$ cat src/rtl/cache_mem_arbiter.sv
// Shares the cacheline memory port between the I-cache and D-cache, one owner at a time.
// Build option: define CACHE_ARB_RR_EN for round-robin idle arbitration (default: D over I).
module cache_mem_arbiter #(
    parameter int unsigned ADDR_W = 32,
    parameter int unsigned LINE_W = 256
) (
    input  logic              clk,
    input  logic              rst,
    input  logic              i_read,
    input  logic [ADDR_W-1:0] i_addr,
    output logic              i_resp,
    output logic [LINE_W-1:0] i_rdata,
    input  logic              d_read,
    input  logic              d_write,
    input  logic [ADDR_W-1:0] d_addr,
    input  logic [LINE_W-1:0] d_wdata,
    output logic              d_resp,
    output logic [LINE_W-1:0] d_rdata,
    output logic              mem_read,
    output logic              mem_write,
    output logic [ADDR_W-1:0] mem_addr,
    output logic [LINE_W-1:0] mem_wdata,
    input  logic              mem_resp,
    input  logic [LINE_W-1:0] mem_rdata
);
    typedef enum logic [1:0] {StIdle, StBusyI, StBusyD} state_e;

    localparam logic OwnerI = 1'b0;
    localparam logic OwnerD = 1'b1;

    state_e            state_q;
    logic              owner_q;
    logic              last_grant_q;
    logic              mem_read_q;
    logic              mem_write_q;
    logic [ADDR_W-1:0] mem_addr_q;
    logic [LINE_W-1:0] mem_wdata_q;

    logic req_i;
    logic req_d;
    logic pick_d;
    logic busy;

    assign req_i = i_read;
    assign req_d = d_read | d_write;

`ifdef CACHE_ARB_RR_EN
    // On contention the side that did not win the previous grant goes first.
    assign pick_d = req_d & (~req_i | (last_grant_q == OwnerI));
`else
    assign pick_d = req_d;
`endif

    always_ff @(posedge clk or posedge rst) begin
        if (rst) begin
            state_q      <= StIdle;
            owner_q      <= OwnerI;
            last_grant_q <= OwnerI;
            mem_read_q   <= 1'b0;
            mem_write_q  <= 1'b0;
            mem_addr_q   <= '0;
            mem_wdata_q  <= '0;
        end else begin
            case (state_q)
                StIdle: begin
                    if (req_i || req_d) begin
                        state_q      <= pick_d ? StBusyD : StBusyI;
                        owner_q      <= pick_d;
                        last_grant_q <= pick_d;
                        mem_addr_q   <= pick_d ? d_addr : i_addr;
                        // A write request always takes precedence over a read from the D side.
                        mem_read_q   <= ~(pick_d & d_write);
                        mem_write_q  <= pick_d & d_write;
                        if (pick_d && d_write) begin
                            mem_wdata_q <= d_wdata;
                        end
                    end
                end
                StBusyI, StBusyD: begin
                    if (mem_resp) begin
                        state_q     <= StIdle;
                        mem_read_q  <= 1'b0;
                        mem_write_q <= 1'b0;
                    end
                end
                default: state_q <= StIdle;
            endcase
        end
    end

    assign busy      = (state_q != StIdle);
    assign i_resp    = busy & mem_resp & (owner_q == OwnerI);
    assign d_resp    = busy & mem_resp & (owner_q == OwnerD);
    assign i_rdata   = mem_rdata;
    assign d_rdata   = mem_rdata;
    assign mem_read  = mem_read_q;
    assign mem_write = mem_write_q;
    assign mem_addr  = mem_addr_q;
    assign mem_wdata = mem_wdata_q;

`ifndef SYNTHESIS
    always @(posedge clk) begin
        if (!rst) begin
            assert (!(d_read && d_write));
            assert (state_q == StIdle ||
                    ((owner_q == (state_q == StBusyD)) && (last_grant_q == owner_q)));
        end
    end
`endif

endmodule

$ cat config.mk
export PLATFORM = sky130hd
export DESIGN_NAME = cache_mem_arbiter
export DESIGN_NICKNAME = d
export VERILOG_FILES = /design/src/rtl/cache_mem_arbiter.sv
export SDC_FILE = /design/constraint.sdc
export NUM_CORES = 1
export LEC_CHECK = 0
export ABC_AREA = 0
export CORE_AREA = 2 2 541 543
export DETAILED_ROUTE_END_ITERATION = 10
export DIE_AREA = 0 0 543 545
export SETUP_SLACK_MARGIN = 0.4
export SYNTH_ARGS = -nofsm -noshare
export SYNTH_HDL_FRONTEND = slang
export SYNTH_SLANG_ARGS = --single-unit
export TNS_END_PERCENT = 100
$ cat constraint.sdc
create_clock -name clk -period 15.9 [get_ports clk]
set_input_delay 2.385 -clock clk [delete_from_list [all_inputs] [get_ports clk]]
set_output_delay 2.385 -clock clk [all_outputs]
set_load 0.02 [all_outputs]
# Word-level counts from Yosys, hierarchy flattened
# Index checks and enable logic that the tools add are counted.
[totals]
regBits = 293
elab_cells = 37
[op_classes]
eq_ne = 4
n_bitwise = 7
muxes = 10
n_reduce_logical = 10
[ops]
columns = ["op", "count"]
rows = [
  ["2-to-1 mux 32 bit", 1],
  ["2-to-1 mux 2 bit", 3],
  ["AND reduction 3 bit", 2],
  ["AND 1 bit", 4],
  ["!= test 2 bit (second input constant)", 2],
  ["case mux 1 bit (2 select lines)", 2],
  ["case mux 2 bit (2 select lines)", 1],
  ["AND reduction 2 bit", 2],
  ["nonzero test 2 bit", 2],
  ["2-to-1 mux 1 bit", 3],
  ["== test 2 x 1 -> 1 bit (second input constant)", 1],
  ["== test 2 bit (second input constant)", 1],
  ["zero test 2 bit", 1],
  ["inverter 1 bit", 2],
  ["OR reduction 2 bit", 1],
  ["logical AND 1 bit", 1],
  ["logical OR 1 bit", 1],
  ["bitwise OR 1 bit", 1],
]

# Longest topological paths before layout
[logic_depth]
ltp_word = 5
ltp_mapped = 8
ltp_nobuf = 5

# Worst setup path after synthesis
# OpenSTA, ideal clock, no wires.
[synth_path]
path_kind = "input to output"
from = "input port mem_resp"
to = "output port i_resp"
required_time_ps = 13515
cell_stages = 1
setup_slack_ps = 10609
arrival_ps = 2906
path_cell_list = "nor3b_1"
[synth_via]
elab_chain_len = 2
[synth_rtl]
columns = ["element", "line", "source"]
rows = [
  ["start, declared", "23", "input logic mem_resp,"],
  ["AND 1 bit (2 in series)", "92", "assign i_resp = busy & mem_resp & (owner_q == OwnerI);"],
  ["end, declared", "11", "output logic i_resp,"],
]
# Every way passes these cells.

# Worst setup path in the final report
# Same ends and word-level chain as after synthesis.

==> flow_summary.toml <==
[die]
io_pins = 1386
core_area_sq_um = 290000
dieArea_sq_um = 296000
row_count = 198
start_util_pct = 5.57
die_w_microns = 543
die_h_microns = 545

[logic_synthesis]
netlist_area_sq_um = 16200
yosysUniqueCellTypes = 28
ys_ff_latch = 293
syn_inst = 1225
synth_nets = 1809
ys_seq_area_share_pct = 45.4
synth.avg_cell_area_sq_um = 13.2
ys_warn_count = 0

[cells_and_area]
mostFrequentLayoutCells = "617 x clkdlybuf4s50_1, 293 x dfrtp_1, 200 x mux2_4"
layout_commonest_cell = "clkdlybuf4s50_1"
nNetsFinal = 1927
area_growth_pct = 50.7
drive_above_1_share_pct = 24.4
final_core_utilization_pct = 8.39

[setup_path]
required_ps = 13520
cp_data_arrival_time_ps = 4030
path_class = "in2out"
crit_fanout = 3
worstSetupEndpointType = "primary output"
start_kind = "input port"

[timing]
fin_tns_setup_ps = 0
max_freq_ghz = 0.156
slew_viol_final = 0
slew_headroom_pct = 33.0
skew_ps = 33.0
worst_pin_slew_ps = 1010
hold_violations = 0
timing.final.crit_share_pct = 40.4
period_minus_slack_ps = 6420
rsz0062_at_grt = "false"
setup_viol = 0

[grt]
grt_pass1_wl_microns = 183000
grt.total_usage_pct = 10.4
grt_pass1_vias = 10400
grt_max_degree = 110
grt.overflow.total = 0
grt_antenna_before_repair = 119

[placed_design]
portBuffers = 617
dp_hpwl_microns = 147000
gp_congestion = 0.692

[route]
wirelength_microns = 161000
drt_iter0_markers = 452
via_count = 10100
drc = 0
first_pass_iters = 4
viasPerCell = 1.91
avgRoutedWirePerCell_microns = 30.3
ant_nets = 0

[clocking]
cts_tree = "built"
cts_sinks = 293
clock_latency_ps = 630
clk_pin_slew_ps = 60
h-tree-depth = 2
cts-root-buf = "clkbuf_16"
post_cts_resized = 0
clk_path_buf_depth = 3
post_cts_buffers = 0
cts_buffers = 39
holdBufCountCts = 0

[power_and_ir_drop]
total_leakage_power_nw = 8.60
p_per_area_nw_per_um2 = 220
max-vdd-ir-drop_v = 0.000144

[run_status]
status = "finished, final reports clean"

[flow_run]
drv_cap = 0

[hold_path]
hp-class = "reg2reg"
[through the flow]
stage / hold slack, ps / cell area (sq um) / cells / worst slack [ps] / power, mW
2_1_floorplan: 465 / 16200 / 1225 / 5420 / 2.85
4_1_cts: 493 / 24300 / 5271 / 9420 / 5.52
6_report: 488 / 24300 / 5296 / 9480 / 5.36
3_3_place_gp: 466 / 22900 / 5202 / 9440 / 4.46
5_1_grt: 513 / 24300 / 5278 / 9350 / 5.73
3_5_place_dp: 475 / 22900 / 5202 / 9440 / 4.50
[registers in the layout (all words and copies together), names as in the netlist]
signal and flops:
mem_addr 32, mem_read 1, mem_wdata 256, mem_write 1, owner_q 1, state_q 2
[cell type report]
class                   count  area [sq um]
well taps                3900          4880
multi-input cells         376          4410
repair buffers            628          6260
clock buffers              49          1050
diodes                     25          62.6
flip-flops and latches    293          7330
clock inverters            20           317
inverters                   5          26.3
fillers                 33400        266000
[cells by family (layout without fill, tap and decap cells)]
kind of cell	count (synthesis)	count (layout)	share of synthesized area, %
other	0	25	0
multiplexers	288	288	24.5
flip-flops	293	293	45.4
adder cells (fa/ha/maj)	2	2	0.155
buffers and inverters	556	702	27.4
AO/OA/AOI/OAI	43	43	1.43
AND/OR/NAND/NOR	43	43	1.15
[worst max-delay path: stages]
cell and delay (ps):
clkdlybuf4s50_1 520, nor3b_1 230, clkdlybuf4s50_1 890
[where the power goes]
part / leakage [nW] / switching (mW) / total, mW / internal, mW
clock: 0.659 / 0.408 / 0.971 / 0.562
combinational: 4.48 / 1.77 / 3.02 / 1.25
sequential: 3.46 / 0.241 / 1.37 / 1.13
total: 8.60 / 2.42 / 5.36 / 2.94
[final timing paths]
| path | depth (start not counted) | from | slack, ps | end |
|---|---|---|---|---|
| setup reg to reg | 6 | state_q[1] | 12340 | mem_wdata[11] |
| hold reg to reg | 2 | mem_addr[19] | 490 | mem_addr[19] |
| max in group asynchronous | 4 | rst | 11640 | mem_wdata[246] |
| hold / removal | 2 | mem_addr[19] | 490 | mem_addr[19] |
| min in group asynchronous | 2 | rst | 2300 | mem_wdata[213] |
| setup / recovery | 3 | mem_resp | 9480 | i_resp |
[layer usage]
layer,wire length (microns),vias to the layer above,track usage [%]
met2,66800,1260,15.6
met1,45200,4614,8.41
met3,41600,422,12.3
met5,319,-,0.763
met4,6740,10,3.23
li1,-,3804,-
[cell usage after synthesis]
cell type | count | area [sq um]
and3_1 | 1 | 6.26
inv_1 | 5 | 18.8
ha_1 | 2 | 25.0
nor2_1 | 1 | 3.75
nor4_1 | 1 | 6.26
o2bb2ai_1 | 1 | 8.76
a21oi_1 | 3 | 15.0
buf_2 | 6 | 30.0
or2_2 | 1 | 6.26
a21o_1 | 1 | 7.51
o31ai_1 | 2 | 15.0
nor2_4 | 1 | 11.3
buf_6 | 4 | 45.0
nor3_1 | 1 | 5.00
mux2i_1 | 32 | 320
and2_1 | 1 | 6.26
o21ai_0 | 35 | 175
clkbuf_1 | 1 | 3.75
a32o_1 | 1 | 10.0
nand2_1 | 34 | 128
dfrtp_1 | 293 | 7330
clkbuf_2 | 1 | 5.00
nand2b_1 | 1 | 6.26
nor3b_1 | 1 | 7.51
buf_12 | 22 | 440
mux2_4 | 200 | 3000
mux2_2 | 56 | 631
buf_4 | 517 | 3880
(Power assumes the default switching activity.)
